===== config.mk =====
export PLATFORM = sky130hd
export DESIGN_NAME = mxv_sched_flat
export DESIGN_NICKNAME = d
export VERILOG_FILES = /design/src/rtl/mxv_sched_if.sv /design/src/rtl/mxv_sched.sv /design/src/flat_wrapper.sv
export SDC_FILE = /design/constraint.sdc
export NUM_CORES = 1
export LEC_CHECK = 0
export CORE_MARGIN = 2
export CORE_UTILIZATION = 61
export DETAILED_ROUTE_END_ITERATION = 12
export DONT_BUFFER_PORTS = 1
export PLACE_DENSITY = 0.77
export SLEW_MARGIN = 20
export SYNTH_ARGS = -nofsm -noshare
export SYNTH_HDL_FRONTEND = slang
export SYNTH_SLANG_ARGS = --single-unit

===== constraint.sdc =====
create_clock -name clk -period 2.6 [get_ports clk]
set_input_delay 0.39 -clock clk [delete_from_list [all_inputs] [get_ports clk]]
set_output_delay 0.39 -clock clk [all_outputs]
set_load 0.005 [all_outputs]

===== src/rtl/mxv_sched_if.sv =====
// Datapath-side bundle of the matrix-vector sequencer: FIFO A pop, vector
// address, MAC strobes and the transmitter handshake.
interface mxv_sched_if #(
  parameter int AW = 3
);
  logic          a_empty;
  logic          a_pop;
  logic [AW-1:0] b_addr;
  logic          mac_clr;
  logic          mac_en;
  logic          mac_last;
  logic          tx_ready;
  logic          transmit;

  modport master (
    input  a_empty, tx_ready,
    output a_pop, b_addr, mac_clr, mac_en, mac_last, transmit
  );

  modport slave (
    output a_empty, tx_ready,
    input  a_pop, b_addr, mac_clr, mac_en, mac_last, transmit
  );
endinterface


===== src/rtl/mxv_sched.sv =====
// Row-by-row sequencer for the matrix-vector product: pops FIFO A, steps the
// vector address, strobes the MAC and hands each row result to the UART.
module mxv_sched #(
  parameter int NW    = 4,
  parameter int MAX_N = 8,
  parameter int AW    = 3
) (
  input  logic          clk,
  input  logic          rst,
  input  logic          start,
  input  logic          clear,
  input  logic [NW-1:0] n,
  mxv_sched_if.master   dp,
  output logic [AW-1:0] row_idx,
  output logic          busy,
  output logic          done,
  output logic          err
);

  // One extra bit so that n_q = MAX_N = 2**AW never wraps the counters.
  localparam int CW = AW + 1;
  localparam logic [NW:0]   MAX_N_W = (NW + 1)'(MAX_N);
  localparam logic [CW-1:0] ONE     = CW'(1);

  typedef enum logic [2:0] {
    S_IDLE,
    S_CLR,
    S_RUN,
    S_TAIL,
    S_SEND,
    S_DONE
  } state_t;

  state_t        state, state_d;
  logic [CW-1:0] col, col_d;
  logic [CW-1:0] row, row_d;
  logic [CW-1:0] n_q, n_d;
  logic          mac_en_q, mac_en_d;
  logic          mac_last_q, mac_last_d;
  logic [AW-1:0] b_addr_q, b_addr_d;
  logic          err_q, err_d;
  logic          a_pop_c, mac_clr_c, transmit_c, done_c;
  logic          n_legal, last_col, last_row;

  assign n_legal  = (n != '0) && ({1'b0, n} <= MAX_N_W);
  assign last_col = (col == n_q - ONE);
  assign last_row = (row == n_q - ONE);

  // NOTE: sequential state uses non-blocking assignments so every register
  // samples the pre-edge values computed by the combinational block.
  always_ff @(posedge clk or negedge rst) begin
    if (!rst) begin
      state      <= S_IDLE;
      col        <= '0;
      row        <= '0;
      n_q        <= '0;
      mac_en_q   <= 1'b0;
      mac_last_q <= 1'b0;
      b_addr_q   <= '0;
      err_q      <= 1'b0;
    end else begin
      state      <= state_d;
      col        <= col_d;
      row        <= row_d;
      n_q        <= n_d;
      mac_en_q   <= mac_en_d;
      mac_last_q <= mac_last_d;
      b_addr_q   <= b_addr_d;
      err_q      <= err_d;
    end
  end

  // NOTE: every output of this block gets a default first, so no path can
  // leave a signal unassigned and infer a latch.
  always_comb begin
    state_d    = state;
    col_d      = col;
    row_d      = row;
    n_d        = n_q;
    mac_en_d   = 1'b0;
    mac_last_d = 1'b0;
    b_addr_d   = '0;
    err_d      = 1'b0;
    a_pop_c    = 1'b0;
    mac_clr_c  = 1'b0;
    transmit_c = 1'b0;
    done_c     = 1'b0;

    if (clear) begin
      // Abort wins over everything, including a coincident start.
      state_d = S_IDLE;
      col_d   = '0;
      row_d   = '0;
      n_d     = '0;
    end else begin
      unique case (state)
        S_IDLE: begin
          if (start) begin
            if (n_legal) begin
              n_d     = CW'(n);
              row_d   = '0;
              state_d = S_CLR;
            end else begin
              err_d = 1'b1;
            end
          end
        end

        S_CLR: begin
          mac_clr_c = 1'b1;
          col_d     = '0;
          state_d   = S_RUN;
        end

        S_RUN: begin
          if (!dp.a_empty) begin
            // The MAC consumes the popped word one cycle later, together
            // with the column it belongs to.
            a_pop_c    = 1'b1;
            col_d      = col + ONE;
            mac_en_d   = 1'b1;
            mac_last_d = last_col;
            b_addr_d   = col[AW-1:0];
            if (last_col) begin
              state_d = S_TAIL;
            end
          end
        end

        S_TAIL: begin
          state_d = S_SEND;
        end

        S_SEND: begin
          if (dp.tx_ready) begin
            transmit_c = 1'b1;
            if (last_row) begin
              state_d = S_DONE;
            end else begin
              row_d   = row + ONE;
              state_d = S_CLR;
            end
          end
        end

        S_DONE: begin
          done_c  = 1'b1;
          row_d   = '0;
          state_d = S_IDLE;
        end

        default: begin
          state_d = S_IDLE;
        end
      endcase
    end
  end

  // Registered strobes are gated so an abort silences them in its own cycle.
  assign dp.a_pop    = a_pop_c;
  assign dp.mac_clr  = mac_clr_c;
  assign dp.mac_en   = mac_en_q & ~clear;
  assign dp.mac_last = mac_last_q & ~clear;
  assign dp.b_addr   = b_addr_q;
  assign dp.transmit = transmit_c;
  assign done        = done_c;
  assign err         = err_q & ~clear;
  assign busy        = (state != S_IDLE);
  assign row_idx     = row[AW-1:0];

endmodule


===== src/flat_wrapper.sv =====
// flat-port wrapper written by rule: the top's interface ports become plain ports
module mxv_sched_flat 
#(
  parameter int NW    = 4,
  parameter int MAX_N = 8,
  parameter int AW    = 3
)
  (clk, rst, start, clear, n, row_idx, busy, done, err, dp_a_empty, dp_tx_ready, dp_a_pop, dp_b_addr, dp_mac_clr, dp_mac_en, dp_mac_last, dp_transmit);
  mxv_sched_if #(.AW(AW)) dp_i ();
  input  logic clk;
  input  logic rst;
  input  logic start;
  input  logic clear;
  input  logic [NW-1:0] n;
  output logic [AW-1:0] row_idx;
  output logic busy;
  output logic done;
  output logic err;
  input wire logic [$bits(dp_i.a_empty)-1:0] dp_a_empty;
  input wire logic [$bits(dp_i.tx_ready)-1:0] dp_tx_ready;
  output wire logic [$bits(dp_i.a_pop)-1:0] dp_a_pop;
  output wire logic [$bits(dp_i.b_addr)-1:0] dp_b_addr;
  output wire logic [$bits(dp_i.mac_clr)-1:0] dp_mac_clr;
  output wire logic [$bits(dp_i.mac_en)-1:0] dp_mac_en;
  output wire logic [$bits(dp_i.mac_last)-1:0] dp_mac_last;
  output wire logic [$bits(dp_i.transmit)-1:0] dp_transmit;
  assign dp_i.a_empty = dp_a_empty;
  assign dp_i.tx_ready = dp_tx_ready;
  assign dp_a_pop = dp_i.a_pop;
  assign dp_b_addr = dp_i.b_addr;
  assign dp_mac_clr = dp_i.mac_clr;
  assign dp_mac_en = dp_i.mac_en;
  assign dp_mac_last = dp_i.mac_last;
  assign dp_transmit = dp_i.transmit;
  mxv_sched #(.NW(NW), .MAX_N(MAX_N), .AW(AW)) u_core (.clk(clk), .rst(rst), .start(start), .clear(clear), .n(n), .dp(dp_i), .row_idx(row_idx), .busy(busy), .done(done), .err(err));
endmodule

==> impl_metrics.yaml <==
status:
  status: "finished, final reports clean"
setup_path:
  cp_slowest_cell: "dfrtp_1"
  required_ns: 2.21
  crit_path_start_kind: "register"
  path_max_fanout: 12
  path_class: "register to output pin"
  crit_chain: "nor2_1 > nand2_1 > or3_1 > inv_1"
  arrival_ns: 1.71
  max_stage_delay_ns: 0.52
  end_kind: "output pin"
timing:
  fin_skew_ns: 0.000634
  hold_ws_ns: 0.132
  final.min_clock_period_ns: 2.10
  hold_violations: 0
  setup_tns_ns: 0
  final.period_utilization_pct: 80.7
  final_max_slew_viol_count: 0
  finalSetupViolCount: 0
  clock.fmax_mhz: 476
  slew_headroom_pct: 37.9
  rsz0062_at_grt: "false"
  worstMarginPinSlew_ns: 0.929
floorplan:
  die_height_um: 49.0
  start_util_pct: 63.7
  rows: 16
  die_w_um: 49.0
  ios: 24
  core_um2: 1940
  dieArea_um2: 2400
global_routing:
  grt_max_degree: 22
  grt_use_met3_pct: 8.59
  grt_util_met2_pct: 36.3
  grt_first_pass_wirelength_mm: 3.88
  gr-usage-met1_pct: 24.9
  track_usage_pct: 21.0
  grt_overflow: 0
  antenna_found_initial: 0
  grt_pass1_vias: 869
  grt_busiest_layer: "met2"
route:
  vias: 882
  avgRoutedWirePerCell_um: 14.1
  drc: 0
  detail-route-antenna-nets: 0
  drt_first_iter_violations: 18
  post_drt_via_cell_ratio: 5.76
  dr.pass1.iters: 4
  wl_mm: 2.16
logic_synthesis:
  synth_cell_types: 38
  ys_seq_area_share_pct: 42.5
  synthesis.nets: 143
  synth-seq-cells: 21
  synth_edf_count: 0
  async_flop_share_pct: 100
  syn-cell-area_um2: 1240
  synth_cells: 130
  syn_avg_cell_area_um2: 9.52
  yosysWarnings: 0
  synthFlopType: "dfrtp_1"
finish:
  multi_input_area_um2: 631
  final_common_cell: "dfrtp_1"
  finalNonFillerCells: 153
  nets: 140
  layout-drive-gt1-share_pct: 7.94
  layout_common_cells: "dfrtp_1 (21), nor2_1 (10), nand2_1 (10)"
  fill_cells: 176
  final-seq-area_um2: 526
  final_core_util_pct: 64.3
  num_antenna_cells: 0
  area_growth_pct: 0.910
clock_network:
  cts_tree: "done"
  cts-htree-levels: 1
  cts_buffer_depth: 2
  clk_pin_slew_worst_paths_ns: 0.11
  numCtsBuffers: 3
  insertion_delay_ns: 0.30
  cts.sinks: 21
  cts_root_buffer: "clkbuf_4"
power:
  p_total_mw: 0.612
  leakagePower_nw: 0.582
  peakVddDrop_uv: 330
  power.density_nw_per_um2: 490
place:
  placed_cells: 148
  portBuffers: 0
  gp_congestion: 0.864
  hpwl_mm: 1.65
job:
  maxCapViolCount: 0
worst_hold_path:
  holdCritPathClass: "input pin to register"
layer usage:
layer	vias up	routed length [µm]
li1	445	-
met1	413	937
met2	22	1070
met3	2	147
met4	0	4
met5	-	0
cells by family after synthesis:
group / after synthesis / synth area share, %
flip-flops: 21 / 42.5
AO/OA/AOI/OAI: 23 / 12.2
adder cells (fa/ha/maj): 3 / 3.03
multiplexers: 2 / 1.62
AND/OR/NAND/NOR: 54 / 24.5
buffers and inverters: 15 / 6.57
XOR/XNOR: 12 / 9.61
layout make-up:
type / count / share of cell area [%]
clock buffers: 4 / 2.10
flip-flops and latches: 21 / 42.1
inverters: 6 / 1.80
well taps: 27 / 2.71
multi-input cells: 94 / 50.5
repair buffers: 1 / 0.802
repair_timing:
action | 4_1_cts | 5_1_grt
hold buffers | 1 | 0
buffers inserted | 0 | 0
gates resized for setup | 0 | 0
endpoints found under the hold margin | 21 | 0
critical path, delay by kind of cell (launching register included):
family / cells / cell delay (ns)
buffers and inverters: 1 / 0.18
DFF: 1 / 0.52
and+or+nand+nor: 3 / 0.71
worst paths after layout:
path / cells past startpoint / slack (ns) / endpoint / startpoint
min in group asynchronous: 1 / 0.66 / u_core.mac_en_q / rst
max in group asynchronous: 1 / 1.38 / u_core.n_q[0] / rst
worst max register to register: 7 / 0.65 / u_core.row[2] / u_core.n_q[0]
worst min-delay path: 1 / 0.13 / u_core.n_q[3] / clear
worst min register to register: 2 / 0.58 / u_core.n_q[1] / u_core.n_q[1]
worst max-delay path: 4 / 0.50 / dp_a_pop / u_core.state[2]
through the flow:
stage	setup WS (ns)	cell area [µm²]
4_1_cts	0.495	1250
3_3_place_gp	0.729	1210
5_1_grt	0.279	1250
6_report	0.501	1250
3_5_place_dp	0.641	1210
2_1_floorplan	0.792	1240
sequential cells by signal, indices dropped and copies added (netlist names):
signal             flops
u_core.state           3
u_core.col             4
u_core.mac_last_q      1
u_core.n_q             4
u_core.row             4
u_core.err_q           1
u_core.dp.b_addr       3
u_core.mac_en_q        1
power by group:
group | total (mW) | internal, mW | switching [mW]
sequential | 0.356 | 0.337 | 0.0194
clock | 0.156 | 0.0599 | 0.0966
combinational | 0.0998 | 0.0442 | 0.0555
Yosys cell counts, drive strengths merged (2+ instances only):
master / number / area (µm²)
dfrtp: 21 / 526
nand2: 11 / 43.8
nor2: 10 / 37.5
a21oi: 8 / 43.8
buf: 7 / 51.3
nand3: 7 / 35.0
o21ai: 7 / 38.8
inv: 6 / 22.5
nor3: 6 / 40.0
xor2: 6 / 52.6
xnor2: 5 / 43.8
nor2b: 4 / 25.0
and2: 3 / 18.8
ha: 3 / 37.5
nand4: 3 / 25.0
or3: 3 / 18.8
a221o: 2 / 20.0
a22o: 2 / 17.5
clkbuf: 2 / 7.51
mux2i: 2 / 20.0
nand2b: 2 / 12.5
No activity file was read; power rests on OpenSTA's default activity.
